===== src/rtl/arb_pkg.sv =====
`default_nettype none
// ============================================================================
//  Module      : arb_pkg
//  Description : Shared types and constants for the 4-requester arbiter.
//                State encoding for the arbiter FSM, requester count, grant
//                index width and the default hold limit.
//  Revision    : 1.0 - initial release
// ============================================================================
package arb_pkg;

    // Arbiter FSM encoding (value 2'd3 is unused and recovers to IDLE)
    typedef enum logic [1:0] {
        IDLE    = 2'd0,
        GRANT   = 2'd1,
        RELEASE = 2'd2
    } state_t;

    localparam int NUM_REQ          = 4;
    localparam int ID_W             = 2;
    localparam int DEFAULT_MAX_HOLD = 8;

endpackage : arb_pkg
`default_nettype wire


===== src/rtl/arb_prio_enc.sv =====
`default_nettype none
// ============================================================================
//  Module      : arb_prio_enc
//  Description : Combinational request encoder. Picks the winning requester
//                index from a 4-bit request vector.
//                Build option ARB_ROUND_ROBIN_EN:
//                  defined   - rr_ptr is the highest-priority index, priority
//                              falls cyclically rr_ptr, rr_ptr+1, ...
//                  undefined - fixed priority, req[3] highest, req[0] lowest
//                              (caller ties rr_ptr to 0)
//  Ports       : req       in  [3:0] request vector
//                rr_ptr    in  [1:0] rotating priority pointer
//                win_id    out [1:0] index of winning requester
//                win_valid out       any request present
//  Revision    : 1.0 - initial release
// ============================================================================
module arb_prio_enc
    import arb_pkg::*;
(
    input  logic [NUM_REQ-1:0] req,
    input  logic [ID_W-1:0]    rr_ptr,
    output logic [ID_W-1:0]    win_id,
    output logic               win_valid
);

    logic [ID_W-1:0] w_idx;

    // Scan from lowest to highest priority; the last hit overwrites earlier
    // ones, so the highest-priority active request wins. In fixed mode the
    // scan order is 0,1,2,3 offset by rr_ptr (which is 0), giving req[3]
    // the final word.
    always_comb begin
        win_id    = '0;
        win_valid = 1'b0;
        w_idx     = '0;
        for (int i = NUM_REQ - 1; i >= 0; i--) begin
`ifdef ARB_ROUND_ROBIN_EN
            w_idx = rr_ptr + ID_W'(i);
`else
            w_idx = rr_ptr + ID_W'(NUM_REQ - 1 - i);
`endif
            if (req[w_idx]) begin
                win_id    = w_idx;
                win_valid = 1'b1;
            end
        end
    end

endmodule : arb_prio_enc
`default_nettype wire


===== src/rtl/req_arbiter_4.sv =====
`default_nettype none
// ============================================================================
//  Module      : req_arbiter_4
//  Description : 4-requester arbiter with hold timeout. Grants one owner at a
//                time, holds the grant until the owner signals done, drops
//                its request, or MAX_HOLD cycles elapse. Every grant is
//                followed by a one-cycle RELEASE bubble (break-before-make).
//                Build option ARB_ROUND_ROBIN_EN selects round-robin
//                arbitration; otherwise fixed priority (req[3] highest).
//  Ports       : clk       in       system clock, rising edge
//                rst_n     in       asynchronous active-low reset
//                req       in  [3:0] level-sensitive requests
//                done      in  [3:0] release strobes (owner bit only)
//                gnt       out [3:0] registered one-hot grant
//                gnt_id    out [1:0] registered owner index (decoder select)
//                gnt_valid out       a grant is held
//                timeout   out       one-cycle pulse on forced release
//  Revision    : 1.0 - initial release
// ============================================================================
module req_arbiter_4 #(
    parameter int NUM_REQ  = arb_pkg::NUM_REQ,
    parameter int MAX_HOLD = arb_pkg::DEFAULT_MAX_HOLD,
    parameter int CNT_W    = 8
) (
    input  logic                     clk,
    input  logic                     rst_n,
    input  logic [NUM_REQ-1:0]       req,
    input  logic [NUM_REQ-1:0]       done,
    output logic [NUM_REQ-1:0]       gnt,
    output logic [arb_pkg::ID_W-1:0] gnt_id,
    output logic                     gnt_valid,
    output logic                     timeout
);
    import arb_pkg::*;

    state_t              r_state,     w_state_nxt;
    logic [CNT_W-1:0]    r_hold_cnt,  w_hold_cnt_nxt;
    logic [NUM_REQ-1:0]  r_gnt,       w_gnt_nxt;
    logic [ID_W-1:0]     r_gnt_id,    w_gnt_id_nxt;
    logic                r_gnt_valid, w_gnt_valid_nxt;
    logic                r_timeout,   w_timeout_nxt;

    logic [ID_W-1:0]     w_rr_ptr;
    logic [ID_W-1:0]     w_win_id;
    logic                w_win_valid;
    logic                w_own_done;
    logic                w_own_req;
    logic                w_hold_exp;

    // ------------------------------------------------------------------
    // Priority pointer: rotates past the last owner in round-robin builds
    // ------------------------------------------------------------------
`ifdef ARB_ROUND_ROBIN_EN
    logic [ID_W-1:0] r_rr_ptr;

    always_ff @(posedge clk or negedge rst_n) begin
        if (!rst_n) begin
            r_rr_ptr <= '0;
        end else if (r_state == GRANT && w_state_nxt == RELEASE) begin
            r_rr_ptr <= r_gnt_id + ID_W'(1);
        end
    end

    assign w_rr_ptr = r_rr_ptr;
`else
    assign w_rr_ptr = '0;
`endif

    arb_prio_enc u_prio_enc (
        .req       (req),
        .rr_ptr    (w_rr_ptr),
        .win_id    (w_win_id),
        .win_valid (w_win_valid)
    );

    assign w_own_done = done[r_gnt_id];
    assign w_own_req  = req[r_gnt_id];
    assign w_hold_exp = (r_hold_cnt == CNT_W'(MAX_HOLD));

    // ------------------------------------------------------------------
    // Next-state and next-output logic
    // ------------------------------------------------------------------
    always_comb begin
        w_state_nxt     = r_state;
        w_hold_cnt_nxt  = r_hold_cnt;
        w_gnt_nxt       = r_gnt;
        w_gnt_id_nxt    = r_gnt_id;
        w_gnt_valid_nxt = r_gnt_valid;
        w_timeout_nxt   = 1'b0;

        case (r_state)
            IDLE: begin
                if (w_win_valid) begin
                    w_state_nxt     = GRANT;
                    w_gnt_nxt       = NUM_REQ'(1) << w_win_id;
                    w_gnt_id_nxt    = w_win_id;
                    w_gnt_valid_nxt = 1'b1;
                    w_hold_cnt_nxt  = CNT_W'(1);
                end
            end

            GRANT: begin
                if (w_own_done || !w_own_req || w_hold_exp) begin
                    w_state_nxt     = RELEASE;
                    w_gnt_nxt       = '0;
                    w_gnt_valid_nxt = 1'b0;
                    w_hold_cnt_nxt  = '0;
                    // Only a release forced by the hold limit is flagged; an
                    // owner finishing or withdrawing on the same edge wins.
                    w_timeout_nxt   = w_hold_exp && !w_own_done && w_own_req;
                end else if (!w_hold_exp) begin
                    w_hold_cnt_nxt  = r_hold_cnt + CNT_W'(1);
                end
            end

            RELEASE: begin
                // gnt_id intentionally keeps the last owner here
                w_state_nxt = IDLE;
            end

            default: begin
                w_state_nxt     = IDLE;
                w_gnt_nxt       = '0;
                w_gnt_valid_nxt = 1'b0;
                w_hold_cnt_nxt  = '0;
            end
        endcase
    end

    // ------------------------------------------------------------------
    // State and output registers
    // ------------------------------------------------------------------
    always_ff @(posedge clk or negedge rst_n) begin
        if (!rst_n) begin
            r_state     <= IDLE;
            r_hold_cnt  <= '0;
            r_gnt       <= '0;
            r_gnt_id    <= '0;
            r_gnt_valid <= 1'b0;
            r_timeout   <= 1'b0;
        end else begin
            r_state     <= w_state_nxt;
            r_hold_cnt  <= w_hold_cnt_nxt;
            r_gnt       <= w_gnt_nxt;
            r_gnt_id    <= w_gnt_id_nxt;
            r_gnt_valid <= w_gnt_valid_nxt;
            r_timeout   <= w_timeout_nxt;
        end
    end

    assign gnt       = r_gnt;
    assign gnt_id    = r_gnt_id;
    assign gnt_valid = r_gnt_valid;
    assign timeout   = r_timeout;

endmodule : req_arbiter_4
`default_nettype wire


===== config.mk =====
export PLATFORM = sky130hd
export DESIGN_NAME = req_arbiter_4
export DESIGN_NICKNAME = d
export VERILOG_FILES = /design/src/rtl/arb_pkg.sv /design/src/rtl/arb_prio_enc.sv /design/src/rtl/req_arbiter_4.sv
export SDC_FILE = /design/constraint.sdc
export NUM_CORES = 1
export LEC_CHECK = 0
export CAP_MARGIN = 10
export CORE_UTILIZATION = 33
export CTS_CLUSTER_SIZE = 12
export DETAILED_ROUTE_END_ITERATION = 16
export GPL_TIMING_DRIVEN = 0
export PLACE_DENSITY_LB_ADDON = 0.05
export SLEW_MARGIN = 30
export SYNTH_ARGS = -nofsm -noshare
export SYNTH_HDL_FRONTEND = slang
export SYNTH_SLANG_ARGS = --single-unit

===== constraint.sdc =====
create_clock -name clk -period 2.4 [get_ports clk]
set_input_delay 0.48 -clock clk [delete_from_list [all_inputs] [get_ports clk]]
set_output_delay 0.48 -clock clk [all_outputs]
set_load 0.02 [all_outputs]

Word level (Yosys, flattened, before mapping). Cells that the tools add are included.

Logic and storage cells: 53. Bits in registers: 18. Input port bits: 10. Output and inout bits: 8.

Eq/ne operators: 6. Bitwise logic cells: 1. Reduce and logical (&&, ||, !) cells: 11. Shift-type cells: 1. Add/subtract/negate cells: 1. Order comparisons: 1. Mux-type cells: 26.

Operators with widths (number): $mux W8 (3); $pmux W8 S3 (1); $pmux W4 S3 (1); $mux W1 (11); $add A8 B1 Y8 const B (1); $eq A8 B4 Y1 const B (1); $mux W2 (4); $mux W4 (2); $reduce_and A3 Y1 (2); $bmux W1 S2 (2); $pmux W2 S2 (1); $reduce_and A2 Y1 (2); $shl A1 B2 Y4 const A (1); $lt A2 B3 Y1 const B (1); $ne A3 B3 Y1 const B (1); $pmux W1 S3 (1); $eq A2 B1 Y1 const B (1); $eq A2 B2 Y1 const B (1); $logic_and A1 B1 Y1 (2); $logic_not A1 Y1 (2); $logic_not A2 Y1 (1); $logic_or A1 B1 Y1 (2); $ne A2 B1 Y1 const B (1); $ne A2 B2 Y1 const B (1); $not A1 Y1 (1).

Logic depth before layout (Yosys ltp). Gate-level depths: netlist of run 1.

Word-level depth: 7. Gate-level depth with buffers: 6. Depth with buffers taken out: 6.

Cells and area by module. Synthesis of run 1 repeated with hierarchy kept, for this count alone.

Cells, all modules: 101. Area, all modules: 1039.7 um2.

By module, submodules not included: req_arbiter_4 (area each 964.7 um2, seq. area each 450.4 um2, cells each 91, instances 1); arb_prio_enc (area each 75.1 um2, seq. area each 0.0 um2, cells each 10, instances 1).

Least setup slack after synthesis of run 1. Ideal clock, no wire load.

Path kind: input to register. Start point: in done[3]. End point: reg r_gnt[0], in the netlist gnt[0]. Data arrival time: 1.820 ns. Required time: 2.275 ns. Stages on the path: 4. Path buffers: 0. Path slack: 0.455 ns. Setup time: 0.125 ns. Path through: nand2b_1 mux4_2 o31ai_4 mux2_4.

Cells in the longest elaborated chain, start to end: 6.

Ends and longest elaborated chain: from (decl) (line req_arbiter_4.sv:28) `input logic [NUM_REQ-1:0] done,`; $bmux W1 S2 (line req_arbiter_4.sv:76) `assign w_own_done = done[r_gnt_id];`; $mux W1 (not written as such) (line req_arbiter_4.sv:76); $logic_or A1 B1 Y1 (2 in series) (line req_arbiter_4.sv:103) `if (w_own_done || !w_own_req || w_hold_exp) begin`; $ne A2 B2 Y1 (no source line); $reduce_and A3 Y1 (no source line); to (signal assigned) (line req_arbiter_4.sv:144) `r_gnt <= w_gnt_nxt;`; to (decl) (line req_arbiter_4.sv:38) `logic [NUM_REQ-1:0] r_gnt, w_gnt_nxt;`.

Every way passes these cells. The select of a mux whose other input is x is not followed. A chain may end at the register's enable or synchronous reset.

Worst setup path after layout of run 1.
Start point: in req[3]. End point: reg r_gnt[0], in the netlist gnt[0].

Cells in the longest elaborated chain, start to end: 7. Elaborated cells on any way between the ends: 13. Those cells by class: eq/ne: 2; shift: 1; mux: 6; reduce/logical: 4.

Ends and longest elaborated chain: from (decl) (line req_arbiter_4.sv:27) `input logic [NUM_REQ-1:0] req,`; $bmux W1 S2 (line req_arbiter_4.sv:77) `assign w_own_req = req[r_gnt_id];`; $mux W1 (not written as such) (line req_arbiter_4.sv:77); $logic_not A1 Y1 (line req_arbiter_4.sv:103); $logic_or A1 B1 Y1 (2 in series) (line req_arbiter_4.sv:103); $ne A2 B2 Y1 (no source line); $reduce_and A3 Y1 (no source line).

Parallel ways exist; a longest one is shown, timed or not. The select of a mux whose other input is x is not followed.

==> key figures, run 1 <==
Synth
  • FF+latch count, synth: 18
  • Syn_nets: roughly 100
  • Compound-cell area share of the yosys netlist: 21.90%
  • Top FF cell, synth: dfrtp_1
  • Async SR Flop Fraction: between 90% and 100%
  • Mux contribution to synthesized area: 3.911%
  • Number of synthesized flops with an enable pin: 0
  • Synth top area share: a little under half
  • Post-synthesis adder-cell area fraction: under 10%
  • Register area share after synthesis: 46.94%
  • Synth unique cells: 33
  • Xor and xnor area share after synthesis: 0.9126%
  • Top post-synthesis cells by area: dfrtp_1 (47%), nand2_1 (4.7%), a22o_1 (3.7%)
  • Largest family of logic cells by synthesized area: compound AO/OA/AOI/OAI gates
  • Synthesized area: about 960 um2
  • Mapped Cells: 92
  • Synth Warn #: 0
  • Synth Area in Simple Gates: a little over a fifth
  • Syn_area_per_cell: around 10 um2
  • Yosys top cell by area: dfrtp_1

Critical path
  • Crit. End Element: register
  • R2R setup slack: just under 0.4 ns
  • Crit Path Category: primary input to register
  • CP Data Required Time: about 2.6 ns
  • Worst R2R End: gnt[0]
  • RR Startpoint: r_hold_cnt[4]
  • R2R depth: 4
  • Critical path peak fanout: 9
  • Setup crit start kind: primary input
  • Critical Path AT: ~2.5 ns

Power
  • Int Power: about 690 uW
  • Sw Pwr: 444.9 uW
  • Combinational share of power: about 45%
  • Clock share of power: roughly 16%
  • Leak pwr: 0.4936 nW
  • Total Power: 1.134 mW
  • Reg power frac: about two fifths
  • Pwr dens: roughly 950 nW/um2
  • Net Sw Frac: between 30% and 40%
  • Max IR drop VDD: between 0.7 and 0.8 mV

Global routing
  • Gr usage total: 14.40%
  • Met1 global-route usage: approximately a fifth
  • First-pass GRT wire length: roughly 3500 um
  • Largest net degree at the start of global routing: 19
  • Met2 Use GR: roughly a fifth
  • Global-route layer with the greatest usage: met1
  • Met3 usage: under 10%
  • GR Overflow Total: 0
  • Vias in the first global route: about 720
  • Initial antenna violation count: 0

Clocking
  • Clk_lat worst skew: a little under 0.3 ns
  • Root buffer cell: clkbuf_4
  • Clock Path Buffers: 2
  • Clk slew on worst S/H paths: ~0.1 ns
  • CTS-repair resized insts: 0
  • CTS sink cnt: 18
  • CTS tree: built
  • H-tree levels: 1
  • CTS buffer count: 3
  • CTS Hold Buffers Added: 0
  • Post-CTS Setup Inserts: 0

Cells and area
  • Fill count: around 290
  • Fraction of layout cells with a size suffix above 1: under 10%
  • FF/Latch Area: 450.4 um2
  • Area grow syn2layout: 25.03%
  • # diodes: 0
  • Nets: between 100 and 150
  • Most frequent cells in the layout: dfrtp_1 (18), clkdlybuf4s50_1 (16), nand2_1 (12)
  • Most common cell after layout, fill and taps aside: dfrtp_1
  • Final Non-Filler Cells: 144
  • Multi-input logic area: approximately 500 um2

STA
  • Skew final: around 0.0070 ns
  • Clock period minus worst slack: roughly 2.3 ns
  • Period utilization: 96.35%
  • Worst Max-Slew Pin Slew: approximately 0.49 ns
  • Final hold vios: 0
  • Hold WS: ~0.093 ns
  • Setup TNS: 0 ns
  • Slew HR: 67.03%
  • Slew Viols, Final: 0
  • RSZ-0062 raised after global routing: no
  • Final-report setup violation count: 0
  • Max Clk Rate: about 430 MHz
  • Final setup margin: 0.08751 ns

Worst hold path
  • Hold Path Class: primary input to async pin

Drt
  • DR WL/cell: between 10 and 15 um
  • Drt via density: between 5 and 6
  • 1st-iter DRT viols: 15
  • DRC viols: 0
  • Initial DRT Pass Iterations: 4
  • DRT antenna net count: 0
  • Total number of vias: slightly below 800
  • Drt total wl: between 2000 and 2500 um

Placed design
  • Placed Cells incl. Taps: 140
  • Gpl congestion: 0.7106
  • IO Port Bufs: 17
  • Detailed Place HPWL: ~1500 um
  • Dpl ws: -0.2389 ns

Floorplan
  • Die Area: 3128 um2
  • Initial Utilization: around a third
  • Ports: 18
  • Die width: about 56 um
  • Chip height: about 56 um
  • Row count: 19
  • Core Area: between 2000 and 3000 um2

Outcome
  • Status: completed

Job
  • MaxCap Viol Count: 0
-- cell type report --
cell class / count / area share, %
plain buffers: 1 / 0.3128
clock buffers: 4 / 3.024
inverters: 5 / 1.564
multi-input cells: 68 / 40.56
flip-flops and latches: 18 / 37.54
well taps: 31 / 3.233
repair buffers: 17 / 13.76
-- stage by stage --
| stage | utilization, % | area, um2 |
|---|---|---|
| 2_1_floorplan | - | 959.7 |
| 3_3_place_gp | 42.38 | 1169 |
| 3_5_place_dp | 42.38 | 1169 |
| 4_1_cts | 43.69 | 1205 |
| 5_1_grt | 43.51 | 1200 |
| 6_report | 43.51 | 1200 |
-- how the worst max path moves through the flow --
stage / start / to / slack (ns) / depth (start not counted)
after floorplan: done[3] / gnt[0] / 0.45 / 4
after global placement: req[3] / gnt[0] / -0.20 / 5
after detailed placement: req[3] / gnt[0] / -0.24 / 5
after CTS: req[3] / gnt[0] / 0.1 / 5
after global routing: req[3] / r_hold_cnt[5] / 0.01 / 5
final: req[3] / gnt[0] / 0.09 / 5
-- layer usage --
| layer | up-vias | share of wire, % |
|---|---|---|
| met5 | - | 0 |
| met4 | 0 | 0.84 |
| met3 | 2 | 3.4 |
| met2 | 10 | 42 |
| met1 | 372 | 53 |
| li1 | 392 | - |
-- critical path: stages --
cell	delay, ns
clkdlybuf4s50_1	0.58
nand2b_1	0.09
mux4_2	0.61
o31ai_4	0.41
mux2_4	0.33
-- state kept, by name (all words and copies together) (netlist names) --
register / cells
r_hold_cnt: 8
r_state: 2
gnt: 4
gnt_id: 2
timeout: 1
gnt_valid: 1
-- cell families after synthesis --
group | count (synthesis)
AO/OA/AOI/OAI | 26
XOR/XNOR | 1
adder cells (fa/ha/maj) | 2
buffers and inverters | 6
flip-flops | 18
multiplexers | 2
AND/OR/NAND/NOR | 37
-- power by group through the flow --
stage | clock (mW) | combinational [mW] | sequential, mW
after floorplan | 0 | 0.276 | 0.491
after CTS | 0.196 | 0.514 | 0.441
after global placement | 0 | 0.513 | 0.446
after global routing | 0.204 | 0.556 | 0.450
final | 0.185 | 0.510 | 0.439
after detailed placement | 0 | 0.513 | 0.447
-- cells in the mapped netlist, drive strengths merged, types with 2 or more instances --
library cell	n
o41ai	2
a21boi	2
or4	4
nand3	2
a21oi	6
nor2	6
a32o	2
dfrtp	18
a22o	4
nor3	3
ha	2
o31ai	4
nand2	12
nand2b	4
a21o	2
inv	5
Note: power is estimated with default switching activity, not from simulation.
==> run 2, diff against run 1 <==
CORE_UTILIZATION = 40   (was 33)
PLACE_DENSITY = 0.71   (was unset)
PLACE_DENSITY_LB_ADDON = unset   (was 0.05)
==> run 2 against run 1 <==
Utilization increased by 9.7 points; first-iteration DRC count is 53% lower; global-route usage rose by 4.2 points; non-clock buffer count is the same; sequential power about the same; flip-flop and latch count stayed put; clock skew shrank 0.0056 ns; hold slack improved by 0.40 ns; largest cell class unchanged; highest routed layer unchanged.
==> key figures, run 2 (same netlist as run 1, synthesis figures left out) <==
Floorplan
  • Ports: 18
  • Row count: 17
  • Die Area: ~2600 um2
  • Die width: between 50 and 60 um
  • Core Area: between 2000 and 2500 um2
  • Initial Utilization: between 40 and 50%
  • Chip height: a little over 50 um

Power
  • Pwr dens: ~920 nW/um2
  • Max IR drop VDD: between 0.6 and 0.7 mV
  • Leak pwr: ~0.49 nW
  • Total Power: roughly 1.1 mW

Global routing
  • First-pass GRT wire length: 3470 um
  • Initial antenna violation count: 0
  • Vias in the first global route: approximately 760
  • Gr usage total: between 15 and 20%
  • GR Overflow Total: 0
  • Largest net degree at the start of global routing: 19

Drt
  • Initial DRT Pass Iterations: 4
  • Met3 WL: ~55 um
  • Drt via density: roughly 5.7
  • 1st-iter DRT viols: 7
  • Top sig layer: met4
  • DRC viols: 0
  • DRT antenna net count: 0
  • DR WL met2: between 800 and 900 um
  • DR WL/cell: 13.89 um
  • Met1 wire length: between 900 and 1000 um
  • Drt total wl: just under 2000 um
  • Total number of vias: 793

Critical path
  • Setup crit start kind: primary input
  • Crit. End Element: register
  • CP Data Required Time: 2.59 ns
  • Crit Path Category: primary input to register
  • Critical Path AT: around 2.5 ns
  • Critical path peak fanout: 9
  • R2R depth: 4

Clocking
  • Post-CTS Setup Inserts: 0
  • Clk slew on worst S/H paths: about 0.10 ns
  • CTS tree: built
  • CTS sink cnt: 18
  • Clock Path Buffers: 2
  • CTS-repair resized insts: 0
  • H-tree levels: 1
  • Clk_lat worst skew: 0.29 ns
  • CTS buffer count: 3
  • Root buffer cell: clkbuf_4
  • CTS Hold Buffers Added: 0

Cells and area
  • Number of flip-flops in the largest register: 8
  • Fraction of layout cells with a size suffix above 1: 8.036%
  • # diodes: 0
  • Area grow syn2layout: 23.73%
  • Most common cell after layout, fill and taps aside: dfrtp_1
  • Final Non-Filler Cells: 140
  • Fill count: roughly 210
  • Biggest register: r_hold_cnt
  • Nets: roughly 130
  • Most frequent cells in the layout: dfrtp_1 (18), clkdlybuf4s50_1 (17), nand2_1 (12)
  • Final core occ: 53.17%
  • Fin area: ~1200 um2

Outcome
  • Status: completed

STA
  • Final-report setup violation count: 0
  • RSZ-0062 raised after global routing: no
  • Setup TNS: 0 ns
  • Skew final: ~0.0014 ns
  • Slew Viols, Final: 0
  • Period utilization: between 90% and 100%
  • Final hold vios: 0
  • Clock period minus worst slack: between 2 and 2.5 ns
  • Slew HR: ~48%
  • Max Clk Rate: between 400 and 500 MHz
  • Hold WS: between 0.4 and 0.5 ns
  • Final setup margin: 0.1280 ns
  • Worst Max-Slew Pin Slew: around 0.8 ns

Placed design
  • Placed Cells incl. Taps: 137
  • IO Port Bufs: 17
  • Placed inst area: approximately 1200 um2
  • Gpl congestion: just over 0.8
  • Dpl ws: -0.2008 ns
  • Detailed Place HPWL: approximately 1500 um

Worst hold path
  • Hold path depth: 1
  • Hold Path Class: register to register

Job
  • MaxCap Viol Count: 0
## run 2: changes by cell type in the layout (fill, tap and decap cells not counted)
| cell | change |
|---|---|
| clkbuf_8 | -1 |
| clkdlybuf4s50_1 | +1 |
| buf_2 | -1 |
## run 2: final timing paths
check / from / endpoint / slack, ns
setup / recovery: req[3] / gnt[0] / 0.13
hold / removal: gnt[2] / gnt[2] / 0.50
setup reg to reg: r_hold_cnt[4] / gnt[0] / 0.41
hold reg to reg: gnt[2] / gnt[2] / 0.50
max in group asynchronous: rst_n / gnt[1] / 1.29
min in group asynchronous: rst_n / r_state[1] / 0.63
## run 2: metal layers
layer,global-route usage [%],vias up
li1,-,386
met1,25.10,391
met2,27.85,11
met3,3.571,5
met4,10.19,0
met5,0,-
## run 2: layout make-up
| cell class | count | area [um2] | share of cell area (%) |
|---|---|---|---|
| repair buffers | 17 | 170.2 | 14.33 |
| clock buffers | 3 | 22.52 | 1.897 |
| flip-flops and latches | 18 | 450.4 | 37.93 |
| multi-input cells | 68 | 486.7 | 40.99 |
| well taps | 28 | 35.03 | 2.950 |
| plain buffers | 1 | 3.754 | 0.3161 |
| inverters | 5 | 18.77 | 1.581 |
## run 2: critical path, stage by stage
cell,delay (ns)
clkdlybuf4s50_1,0.56
nand2b_1,0.07
mux4_2,0.61
o31ai_4,0.41
mux2_4,0.33
## run 2: power by group
group	internal (mW)	switching, mW
Sequential	0.378	0.0628
Clock	0.0585	0.0923
Combinational	0.220	0.285
==> variant 1: new RTL, config.mk and constraints of run 2 <==
Set the package constant `NUM_REQ` to 5 (it was 4).
--- a/src/rtl/arb_pkg.sv
+++ b/src/rtl/arb_pkg.sv
@@ -15,7 +15,7 @@
         RELEASE = 2'd2
     } state_t;
 
-    localparam int NUM_REQ          = 4;
+    localparam int NUM_REQ          = 5;
     localparam int ID_W             = 2;
     localparam int DEFAULT_MAX_HOLD = 8;
 
Ports: changed (resized done, gnt and req); port bits go from 18 to 21. The function was not compared with the original's and may differ.
==> variant 1 against run 2 <==
- sequential share of layout area fell by 1.1 points
- count of clock-buffer cells in the layout up 1
- design area up 3.0%
- worst setup slack gained 0.087 ns
- non-clock buffer count increased by 2
- power up 3.9%
- synthesized area is 2.2% higher
- sequential cell count unchanged
- via count rose by 7.8%
- routed wire length is 0.15% lower
- register-to-register slack better by 0.20 ns
- highest routed layer unchanged
==> variant 1: results (changes against run 2) <==
| Metric | Value |
|---|---|
| Most common library cells after synthesis | `dfrtp_1 (18), nand2_1 (8), nand2b_1 (8)` |
| Synth Area in Compound Gates | `20.7% (-1.2 points)` |
| Status | `finished, final reports clean` |
| CP max stage delay | `0.62 ns` |
| CTS Buffer Depth | `2 (unchanged)` |
| Met1 GRT Util | `22.1% (-3.0 points)` |
| Syn Inst Count | `101 (+9.8%)` |
| Layout cells sized above 1 | `9.02% (+0.98 points)` |
| Post-Synth Adder-Cell Area | `2.55% (-0.057 points)` |
| Post-DP HPWL | `1430 um (-2.1%)` |
| Layout clock area frac | `2.97% (+1.1 points)` |
| Routability cong. | `0.770 (-5.2%)` |
| Slowest-stage cell, CP | `or4_1` |
| Met3 GRT Util | `2.92% (-0.65 points)` |
| Worst EP arrival | `2.36 ns (-0.10 ns)` |
| PortBufs | `17 (unchanged)` |
| Syn nets | `115 (+11%)` |
| Met2 Usage GRT | `26.8% (-1.0 points)` |
| Worst skew pair latency | `0.29 ns (about the same)` |
| Proportion of synthesized area in mux cells | `4.59% (+0.68 points)` |
| Vias in the first global route | `761 (-0.39%)` |
| Final nets | `137 (+8.7%)` |
| First-pass GRT wire length | `3260 um (-6.2%)` |
| DRT iter0 DRCs | `17 (+10)` |
| Crit-path leading delay family | `simple AND/OR/NAND/NOR gates` |
| Clock skew | `0.00667 ns (+0.00532 ns)` |
| Met3 WL | `65 um (+18%)` |
| Relative slew margins | `46.0% (-2.0 points)` |
| Wire length on met2 | `943 um (+5.0%)` |
| Peak supply drop | `592 uV (-3.8%)` |
| Sw Share | `38.4% (-1.8 points)` |
| Drt via density | `5.70 (+0.63%)` |
| Clock buf count | `4 (+1)` |
| Avg WL per Cell | `12.9 um (-6.8%)` |
| Total global-route track usage | `16.5% (-2.1 points)` |
| Multi-input gates | `74 (+8.8%)` |
| Number of distinct library cells after synthesis | `36 (+9.1%)` |
| Wl on met1 | `914 um (-3.4%)` |
| Signal buf overhead | `15.9% (+1.2 points)` |
| Sequential fraction of the synthesis area | `45.9% (-1.0 points)` |
| Multi-input combinational area share | `39.6% (-1.4 points)` |
| # resized after CTS | `0 (unchanged)` |
| Clk slew on worst S/H paths | `0.10 ns (about the same)` |
| Final non-filler cell total | `150 (+7.1%)` |
| Critical path peak fanout | `6 (-3)` |
| Leakage power | `0.000527 uW (+8.5%)` |
| Post-synthesis xor/xnor area fraction | `0% (-0.91 points)` |
| Fill count | `223 (+5.7%)` |
| Seq/total area | `36.8% (-1.1 points)` |
| Dpl ws | `-0.0891 ns (+0.112 ns)` |
| Synth area leaders | `dfrtp_1 (46%), nand2b_1 (5.1%), a21o_1 (3.1%)` |
| Non-clock inverters | `6 (+1)` |
| Non-CTS buffers | `20 (+2)` |
==> variant 1: final timing paths <==
path / startpoint / end / cells after the start / slack, ns
worst max-delay path: req[3] / gnt[0]$_DFFE_PN0P_ / 5 / 0.22
worst min register to register: gnt[3]$_DFFE_PN0P_ / gnt[3]$_DFFE_PN0P_ / 1 / 0.52
max in group asynchronous: rst_n / gnt[0]$_DFFE_PN0P_ / 1 / 1.25
worst max register to register: r_hold_cnt[4]$_DFFE_PN0P_ / gnt[0]$_DFFE_PN0P_ / 4 / 0.61
min in group asynchronous: rst_n / r_hold_cnt[2]$_DFFE_PN0P_ / 1 / 0.64
worst min-delay path: gnt[3]$_DFFE_PN0P_ / gnt[3]$_DFFE_PN0P_ / 1 / 0.52
==> variant 1: power groups by stage <==
stage | clock [uW] | combinational (uW) | sequential (uW)
2_1_floorplan | 0 | 289 | 488
3_3_place_gp | 0 | 512 | 442
3_5_place_dp | 0 | 518 | 444
4_1_cts | 192 | 520 | 440
5_1_grt | 205 | 565 | 453
6_report | 186 | 516 | 438
==> variant 2: new RTL, config.mk and constraints of run 2 <==
Without the edit above. The output `timeout` loses its register stage (`r_timeout` becomes a continuous assignment).
--- a/src/rtl/req_arbiter_4.sv
+++ b/src/rtl/req_arbiter_4.sv
@@ -137,16 +137,16 @@
             r_gnt       <= '0;
             r_gnt_id    <= '0;
             r_gnt_valid <= 1'b0;
-            r_timeout   <= 1'b0;
         end else begin
             r_state     <= w_state_nxt;
             r_hold_cnt  <= w_hold_cnt_nxt;
             r_gnt       <= w_gnt_nxt;
             r_gnt_id    <= w_gnt_id_nxt;
             r_gnt_valid <= w_gnt_valid_nxt;
-            r_timeout   <= w_timeout_nxt;
         end
     end
+
+    assign r_timeout = w_timeout_nxt;
 
     assign gnt       = r_gnt;
     assign gnt_id    = r_gnt_id;
Function: changed (Yosys sat finds a counterexample within 10 cycles, from zero or initial values and one cycle with rst_n low).
==> variant 2 against run 2 <==
- routed wire length increased by 3.3%
- sequential cell count decreased by 1
- sequential power increased by 1%
- design area decreased by 0.32%
- worst setup slack got worse by 0.11 ns
- largest power group unchanged
- power increased by 3.9%
- first-iteration DRC count increased by 140%
- combinational power increased by 6.9%
- synthesized area decreased by 1.6%
- die area decreased by 1.5%
==> variant 2: results (changes against run 2) <==
| Metric | Value |
|---|---|
| Largest net degree at the start of global routing | `18 (-1)` |
| Critical path peak fanout | `2 (-7)` |
| Total global-route track usage | `18.0% (-0.64 points)` |
| Avg WL per Cell | `14.4 um (+3.3%)` |
| Placed inst area | `1150 um^2 (-1.3%)` |
| Vias in the first global route | `764 (unchanged)` |
| Clock skew | `0.00299 ns (+0.00164 ns)` |
| Worst EP arrival | `1.90 ns (-0.56 ns)` |
| Syn Inst Count | `90 (-2.2%)` |
| Final nets | `125 (-0.79%)` |
| Worst skew pair latency | `0.29 ns (about the same)` |
| Synth area leader | `dfrtp_1` |
| Sequential fraction of the synthesis area | `45.0% (-1.9 points)` |
| Synth area leaders | `dfrtp_1 (45%), nand2_1 (4.0%), nand2b_1 (3.3%)` |
| Crit Reg-Reg Startpoint | `gnt_id[1]$_DFFE_PN0P_` |
| Peak supply drop | `526 uV (-15%)` |
| Dpl ws | `-0.662 ns (-0.461 ns)` |
| Status | `finished, final reports clean` |
| First-pass GRT wire length | `3440 um (-0.98%)` |
| Number of distinct library cells after synthesis | `35 (+6.1%)` |
| Fill count | `207 (-1.9%)` |
| Number of flip-flops in the largest register | `8 (unchanged)` |
| PortBufs | `17 (unchanged)` |
| Layout cells sized above 1 | `16.1% (+8.0 points)` |
| H-tree lvl count | `1 (unchanged)` |
| Relative slew margins | `50.7% (+2.7 points)` |
| Post-DP HPWL | `1540 um (+5.9%)` |
| Crit path from | `done[1]` |
| Clock buffer count from CTS | `3 (unchanged)` |
| Syn nets | `102 (-1.9%)` |
| Drt via density | `5.66 (-0.13%)` |
| DRT iter0 DRCs | `17 (+10)` |
| Most common library cells after synthesis | `dfrtp_1 (17), nand2_1 (10), inv_1 (6), nor2_1 (6), nand2b_1 (5)` |
| Leakage power | `0.000481 uW (-1.2%)` |
| Routability cong. | `0.806 (-0.78%)` |
[variant 2: cell count changes after synthesis, sizes merged, moves of 2 or more]
cell and change:
o41ai -2, nand2 -2, nor4 +2, a22o -2
[variant 2: worst paths after layout]
path,end,slack (ns),depth (start not counted)
hold reg to reg,gnt[2]$_DFFE_PN0P_,0.51,1
hold / removal,gnt[2]$_DFFE_PN0P_,0.51,1
max in group asynchronous,r_hold_cnt[4]$_DFFE_PN0P_,1.32,1
min in group asynchronous,gnt_valid$_DFFE_PN0P_,0.62,1
setup reg to reg,gnt[0]$_DFFE_PN0P_,0.59,4
setup / recovery,timeout,0.02,5
[variant 2: logic make-up (layout without fill, tap and decap cells)]
logic type / after synthesis / in the layout / synth area share, %
buf+inv: 6 / 28 / 2.38
compound gates: 25 / 25 / 23.7
fa+ha+maj: 2 / 2 / 2.65
simple gates: 37 / 37 / 21.3
xor+xnor: 1 / 1 / 0.927
mux: 2 / 2 / 3.97
flops: 17 / 17 / 45.0
[variant 2: metal layers]
layer / wire length, um / GRT usage, % / vias to the layer above
li1: - / - / 380
met1: 900 / 24.3 / 398
met2: 1070 / 29.3 / 12
met3: 34 / 2.73 / 2
met4: 8 / 5.56 / 0
met5: 0 / 0 / -
[variant 2: where the power goes]
part	total (uW)	internal (uW)	switching [uW]
clock network	153	62.0	91.3
logic	540	251	289
registers	446	361	85.3
total	1140	674	466
[variant 2: area by class of cell]
cell class | instances | area, um^2 | share of cell area (%)
Multi-Input combinational cell | 67 | 502 | 42.4
Sequential cell | 17 | 425 | 35.9
Timing Repair Buffer | 18 | 171 | 14.5
Tap cell | 28 | 35.0 | 2.96
Clock buffer | 3 | 22.5 | 1.90
Inverter | 6 | 22.5 | 1.90
Clock inverter | 1 | 5.00 | 0.423
[variant 2: repair_timing]
item | 4_1_cts | 5_1_grt
buffers inserted | 1 | 0
setup endpoints to repair | 1 | 1
gates resized for setup | 8 | 2
[variant 2: through the flow]
stage | total power, uW | setup TNS (ns) | hold WS, ns | util (%)
2_1_floorplan | 796 | 0 | 0.184 | -
3_3_place_gp | 973 | -0.650 | 0.481 | 52.0
3_5_place_dp | 983 | -0.699 | 0.488 | 52.0
4_1_cts | 1150 | 0 | 0.513 | 53.2
5_1_grt | 1240 | -0.00509 | 0.540 | 53.5
6_report | 1140 | 0 | 0.505 | 53.5
[variant 2: critical path, stage by stage]
cell	delay (ns)
clkdlybuf4s50_1	0.40
nand2b_1	0.14
mux4_2	0.51
nor3_2	0.20
buf_4	0.16
